==> src/rtl/sg_stream_filter.sv <==
// sg_stream_filter: framed Savitzky-Golay FIR, edge samples replicated at frame ends.
// Define SG_COEF_LOAD_EN to add a coefficient write port; writes are honoured in IDLE only.
module sg_stream_filter #(
  parameter int DATA_W  = 8,
  parameter int WINDOW  = 7,
  parameter int COEF_W  = 16,
  parameter int FRAC_W  = 12,
  parameter int FRAME_W = 16
) (
  input  logic              clk,
  input  logic              rst,
  input  logic              in_valid,
  output logic              in_ready,
  input  logic [DATA_W-1:0] in_data,
  input  logic              in_last,
  output logic              out_valid,
  input  logic              out_ready,
  output logic [DATA_W-1:0] out_data,
  output logic              out_last
`ifdef SG_COEF_LOAD_EN
  ,
  input  logic                      coef_we,
  input  logic [$clog2(WINDOW)-1:0] coef_addr,
  input  logic [COEF_W-1:0]         coef_data
`endif
);

  // state | meaning
  // IDLE  | waiting for the first sample of a frame
  // RUN   | accepting samples into the window
  // MAC   | one tap per cycle, then round and saturate
  // OUT   | result held until downstream accepts it
  // FLUSH | replicating the final sample past the frame end
  localparam logic [2:0] S_IDLE  = 3'd0;
  localparam logic [2:0] S_RUN   = 3'd1;
  localparam logic [2:0] S_MAC   = 3'd2;
  localparam logic [2:0] S_OUT   = 3'd3;
  localparam logic [2:0] S_FLUSH = 3'd4;

  localparam int H     = (WINDOW - 1) / 2;
  localparam int TW    = $clog2(WINDOW);
  localparam int ACC_W = DATA_W + COEF_W + $clog2(WINDOW);

  localparam logic [TW-1:0]          H_CNT    = TW'(H);
  localparam logic [TW-1:0]          MAC_DONE = TW'(WINDOW);
  localparam logic signed [ACC_W-1:0] RND    = ACC_W'(1 << (FRAC_W - 1));
  localparam logic signed [ACC_W-1:0] SAT_HI = ACC_W'((1 << (DATA_W - 1)) - 1);
  localparam logic signed [ACC_W-1:0] SAT_LO = ACC_W'(-(1 << (DATA_W - 1)));

  if (WINDOW < 3 || (WINDOW % 2) == 0) begin : g_bad_window
    $error("sg_stream_filter: WINDOW must be odd and at least 3");
  end

`ifndef SG_COEF_LOAD_EN
  if (WINDOW != 7 || FRAC_W != 12) begin : g_bad_fixed_cfg
    $error("sg_stream_filter: fixed coefficients need WINDOW=7 and FRAC_W=12");
  end
`endif

  // Quadratic smoothing for 7 taps; other window sizes start as a pass-through.
  function automatic logic [COEF_W-1:0] def_coef(input int i);
    int v;
    if (WINDOW == 7) begin
      case (i)
        0, 6:    v = -390;
        1, 5:    v = 585;
        2, 4:    v = 1170;
        default: v = 1365;
      endcase
    end else begin
      v = (i == H) ? (1 << FRAC_W) : 0;
    end
    return COEF_W'(v);
  endfunction

  logic [2:0]                state;
  logic signed [DATA_W-1:0]  win [WINDOW];
  logic [COEF_W-1:0]         coef [WINDOW];
  logic signed [ACC_W-1:0]   acc;
  logic [TW-1:0]             mac_cnt;
  logic [TW-1:0]             shift_cnt;
  logic [TW-1:0]             shift_nxt;
  logic                      reach_h;
  logic [FRAME_W-1:0]        in_cnt;
  logic [FRAME_W-1:0]        out_cnt;
  logic [FRAME_W-1:0]        out_cnt_nxt;
  logic                      last_seen;
  logic                      win_load;
  logic                      win_shift;
  logic signed [DATA_W-1:0]  shift_val;
  logic signed [ACC_W-1:0]   tap_c;
  logic signed [ACC_W-1:0]   tap_x;
  logic signed [ACC_W-1:0]   prod;
  logic signed [ACC_W-1:0]   rnd_sum;
  logic signed [ACC_W-1:0]   rnd_shift;
  logic [DATA_W-1:0]         sat_val;

  assign in_ready    = !rst && (state == S_IDLE || state == S_RUN);
  assign out_valid   = (state == S_OUT);
  assign out_cnt_nxt = out_cnt + 1'b1;

`ifdef SG_COEF_LOAD_EN
  always_ff @(posedge clk or posedge rst) begin
    if (rst) begin
      for (int i = 0; i < WINDOW; i++) coef[i] <= def_coef(i);
    end else if (coef_we && state == S_IDLE && int'(coef_addr) < WINDOW) begin
      coef[coef_addr] <= coef_data;
    end
  end
`else
  for (genvar gi = 0; gi < WINDOW; gi++) begin : g_coef
    assign coef[gi] = def_coef(gi);
  end
`endif

  always_comb begin
    shift_nxt = (shift_cnt >= H_CNT) ? H_CNT : shift_cnt + 1'b1;
    reach_h   = (shift_nxt == H_CNT);
    win_load  = (state == S_IDLE) && in_valid;
    win_shift = ((state == S_RUN) && in_valid) || (state == S_FLUSH);
    shift_val = (state == S_FLUSH) ? win[WINDOW-1] : in_data;
  end

  always_comb begin
    tap_c     = ACC_W'($signed(coef[mac_cnt]));
    tap_x     = ACC_W'(win[mac_cnt]);
    prod      = tap_c * tap_x;
    rnd_sum   = acc + RND;
    rnd_shift = rnd_sum >>> FRAC_W;
    if (rnd_shift > SAT_HI)      sat_val = SAT_HI[DATA_W-1:0];
    else if (rnd_shift < SAT_LO) sat_val = SAT_LO[DATA_W-1:0];
    else                         sat_val = rnd_shift[DATA_W-1:0];
  end

  // win[0] is the oldest sample, win[WINDOW-1] the newest.
  always_ff @(posedge clk or posedge rst) begin
    if (rst) begin
      for (int i = 0; i < WINDOW; i++) win[i] <= '0;
    end else if (win_load) begin
      for (int i = 0; i < WINDOW; i++) win[i] <= in_data;
    end else if (win_shift) begin
      for (int i = 0; i < WINDOW - 1; i++) win[i] <= win[i+1];
      win[WINDOW-1] <= shift_val;
    end
  end

  always_ff @(posedge clk or posedge rst) begin
    if (rst) begin
      state     <= S_IDLE;
      acc       <= '0;
      mac_cnt   <= '0;
      shift_cnt <= '0;
      in_cnt    <= '0;
      out_cnt   <= '0;
      last_seen <= 1'b0;
      out_data  <= '0;
      out_last  <= 1'b0;
    end else begin
      case (state)
        S_IDLE: begin
          if (in_valid) begin
            shift_cnt <= '0;
            in_cnt    <= FRAME_W'(1);
            out_cnt   <= '0;
            last_seen <= in_last;
            state     <= in_last ? S_FLUSH : S_RUN;
          end
        end
        S_RUN: begin
          if (in_valid) begin
            in_cnt    <= in_cnt + 1'b1;
            last_seen <= in_last;
            shift_cnt <= shift_nxt;
            if (reach_h)      state <= S_MAC;
            else if (in_last) state <= S_FLUSH;
          end
        end
        S_FLUSH: begin
          shift_cnt <= shift_nxt;
          if (reach_h) state <= S_MAC;
        end
        S_MAC: begin
          if (mac_cnt == MAC_DONE) begin
            out_data <= sat_val;
            out_last <= last_seen && (out_cnt_nxt == in_cnt);
            acc      <= '0;
            mac_cnt  <= '0;
            state    <= S_OUT;
          end else begin
            acc     <= acc + prod;
            mac_cnt <= mac_cnt + 1'b1;
          end
        end
        S_OUT: begin
          if (out_ready) begin
            out_cnt <= out_cnt_nxt;
            if (out_cnt_nxt == in_cnt) begin
              last_seen <= 1'b0;
              state     <= S_IDLE;
            end else if (last_seen) begin
              state <= S_FLUSH;
            end else begin
              state <= S_RUN;
            end
          end
        end
        default: state <= S_IDLE;
      endcase
    end
  end

endmodule

==> config.mk <==
export PLATFORM = sky130hd
export DESIGN_NAME = sg_stream_filter
export DESIGN_NICKNAME = d
export VERILOG_FILES = /design/src/rtl/sg_stream_filter.sv
export SDC_FILE = /design/constraint.sdc
export NUM_CORES = 1
export LEC_CHECK = 0
export BUFFER_PORTS_ARGS = -buffer_cell sky130_fd_sc_hd__buf_2
export CORE_ASPECT_RATIO = 1.75
export CORE_MARGIN = 4
export CORE_UTILIZATION = 45
export CTS_CLUSTER_DIAMETER = 40
export DETAILED_ROUTE_END_ITERATION = 8
export PLACE_DENSITY = 0.57
export SYNTH_ARGS = -nofsm -noshare
export SYNTH_HDL_FRONTEND = slang
export SYNTH_SLANG_ARGS = --single-unit
==> constraint.sdc <==
create_clock -name clk -period 16.58 [get_ports clk]
set_input_delay 1.658 -clock clk [delete_from_list [all_inputs] [get_ports clk]]
set_output_delay 1.658 -clock clk [all_outputs]
set_load 0.05 [all_outputs]
==> metrics.txt <==
Post-Place Worst Slack=approximately 8.5 ns; die area=slightly below 0.03 mm²; ys async rst share=between 90% and 100%; commonest cells in the netlist=inv_1, dfrtp_1, fa_1; syn avg cell area=roughly 9.3 µm²; H-Tree Depth=4; syn_nets=approximately 1500; Most used DFF post-synth=dfrtp_1; Core ar.=between 0.02 and 0.03 mm²; antenna cells=0; path type of the worst min-delay path=register to register; critical path data required time=roughly 17 ns; slew of the pin with the lowest slew margin=approximately 1.1 ns; Worst-path clk slew=about 0.07 ns; final slew viol count=0; Die Span X=132 µm; first-pass GRT wire length=50600 µm; critical path's most frequent cell=fa_1; Yosys cell types=between 70 and 80; top post-synthesis cells by area=dfrtp_1, fa_1, ha_1, a21oi_1, inv_1; endpoints failing setup=0; RD Place Congestion=0.910; Reg2Reg Depth=19; initial antenna violation count=0; vias=between 9000 and 10000; DRC violations left=0; DRT antenna net count=0; CTS tree=done; Max Clk Rate=approximately 120 MHz; # port buffers=23; Iter 0 DRT Violations=approximately 450; slowest stage delay, CP=0.83 ns; reg2reg start=mac_cnt[1]; post-synthesis simple-gate area fraction=around 15%; Tmin final=about 8.1 ns; R2R setup slack=about 8.4 ns; CP top delay family=adder cells; share of layout cells above drive strength 1=8.03%; Area growth, synth to finish=7.51%; WHS Endpoint=out_data[7]; post-CTS setup buffers=0; Yosys warnings=0; most area-hungry cell type in the Yosys netlist=dfrtp_1; worst skew pair latency=approximately 0.44 ns; Crit Path Category=register to register; Critical Path AT=~8.4 ns; vias in the first global route=9644; post-synthesis xor/xnor area fraction=4.83%; Cells after Synth=1304; main combinational cell family by area after synthesis=adder cells; Slew Limit Headroom=between 20% and 30%; wire per inst=19.0 µm; vias per inst=around 5.6; pin count of the biggest net entering global routing=97; adder-cell share of the synthesized area=roughly 28%; crit path max fanout=23; Net count, final=1504; total CTS buffers=17; slowest CP cell=and2_1; area share of the largest cell type after synthesis=27.6%; status=completed; Final WS setup=8.45 ns; CP Capture Type=register; Hold Buf Count CTS=0; initial core utilization=between 40% and 50%; die height=225 µm; row count=a little under 80; mux contribution to synthesized area=2.98%; worst path cell trace=nor2_1 > a21oi_1 > o21ai_1 > and2_1 > inv_1 > fa_1 > inv_1 > fa_1 > ha_1 > fa_1 > ha_1 > fa_1 > a211oi_1 > o21bai_1 > a2111oi_0 > o21ai_0 > a31oi_1 > xor2_1 > o21ai_0; final clock skew=between 0.009 and 0.01 ns; I/O pin total=24; crit path buf inv count=2; most common cell in the netlist=inv_1; Mapped Area=~0.012 mm²; clock sinks=approximately 130; hold path startpoint=out_data[7]; Final period util=49.1%; gr usage total=between 20% and 30%; setup TNS=0 ns; Max Cap Viol=0; final wirelength=31000 µm; sequential share of the synthesized area=between 20% and 30%; buffer depth of the longest clock path=2; CTS root buf=clkbuf_16; Reg2Reg Capture Point=acc[22]; WHS Path Cells=1; EDFF count, synth=0; cts repair resizes=0; DPL Wire Length=roughly 24000 µm; Hold Vio Cnt, Final=0; critical path launch point type=register; Synth Register Bits=134; RSZ-0062 raised after global routing=false; grt ovf=0; compound-cell area share of the yosys netlist=about 15%; drt first pass iters=5
routing by layer:
metal  routed length [µm]  GRT usage [%]
met3                  694           2.82
met4                 1240           10.2
met5                    0              0
met2                18000           43.4
met1                11000           22.3
kinds of logic after synthesis:
logic type      Yosys count
xor+xnor                 65
buf+inv                 202
mux                      25
fa+ha+maj               196
compound gates          294
flops                   134
simple gates            388
flip-flops by register name, summed over array words and instances, names as in the netlist:
name / flops
mac_cnt: 3
out_last: 1
shift_cnt: 3
state: 3
out_data: 8
out_cnt: 16
acc: 27
last_seen: 1
win: 56
in_cnt: 16
per-stage QoR:
step	hold WS, ns	area [µm²]	instances	util, %
after global placement	0.468	12500	1600	46.9
after floorplan	0.456	12100	1304	-
after detailed placement	0.480	12500	1600	46.9
after global routing	0.528	13000	1632	49.1
final	0.489	13000	1632	49.1
after CTS	0.494	13000	1632	49.1
layout make-up:
cell class                      instances  area (µm²)
Inverter                              141         534
Clock buffer                           17         425
Fill cell                            2555       13500
Multi-Input combinational cell        968        7990
Clock inverter                         15         144
Sequential cell                       134        3350
Tap cell                              324         405
Timing Repair Buffer                   33         190
cells in the final DEF, fill, tap and decap left out, types with 7 or more instances in the layout:
| master | netlist | final |
|---|---|---|
| o21ai_0 | 63 | 63 |
| nand4_1 | 8 | 8 |
| o21ai_1 | 7 | 7 |
| nor3_1 | 15 | 15 |
| inv_1 | 141 | 140 |
| xnor2_1 | 31 | 31 |
| mux4_2 | 8 | 8 |
| xor2_1 | 33 | 33 |
| nand3_1 | 27 | 27 |
| mux2i_1 | 8 | 8 |
| a211oi_1 | 10 | 10 |
| nand2b_1 | 19 | 19 |
| dfrtp_1 | 134 | 134 |
| nor2b_1 | 7 | 7 |
| buf_4 | 3 | 10 |
| nor2_1 | 121 | 121 |
| a21oi_1 | 123 | 122 |
| mux2_2 | 9 | 9 |
| and3_1 | 18 | 18 |
| nand2_1 | 113 | 113 |
| o211ai_1 | 12 | 12 |
| and2_1 | 12 | 12 |
| nand3b_1 | 9 | 9 |
| buf_2 | 1 | 23 |
| clkbuf_16 | 0 | 17 |
| ha_1 | 72 | 72 |
| o31ai_1 | 10 | 10 |
| inv_6 | 0 | 7 |
| a21o_1 | 14 | 14 |
| fa_1 | 124 | 124 |
how the worst max path moves through the flow:
stage | slack [ns] | start | end | cells after the start
floorplan | 9.53 | mac_cnt[0] | acc[24] | 23
finish | 8.45 | mac_cnt[1] | acc[22] | 19
global route | 7.91 | mac_cnt[1] | acc[22] | 19
global placement | 8.69 | mac_cnt[1] | acc[22] | 19
CTS | 8.47 | mac_cnt[1] | acc[22] | 19
detailed placement | 8.52 | mac_cnt[1] | acc[22] | 19
Power is not shown: default switching activity piles up to over one toggle a cycle in this logic, so the estimate is an artifact.
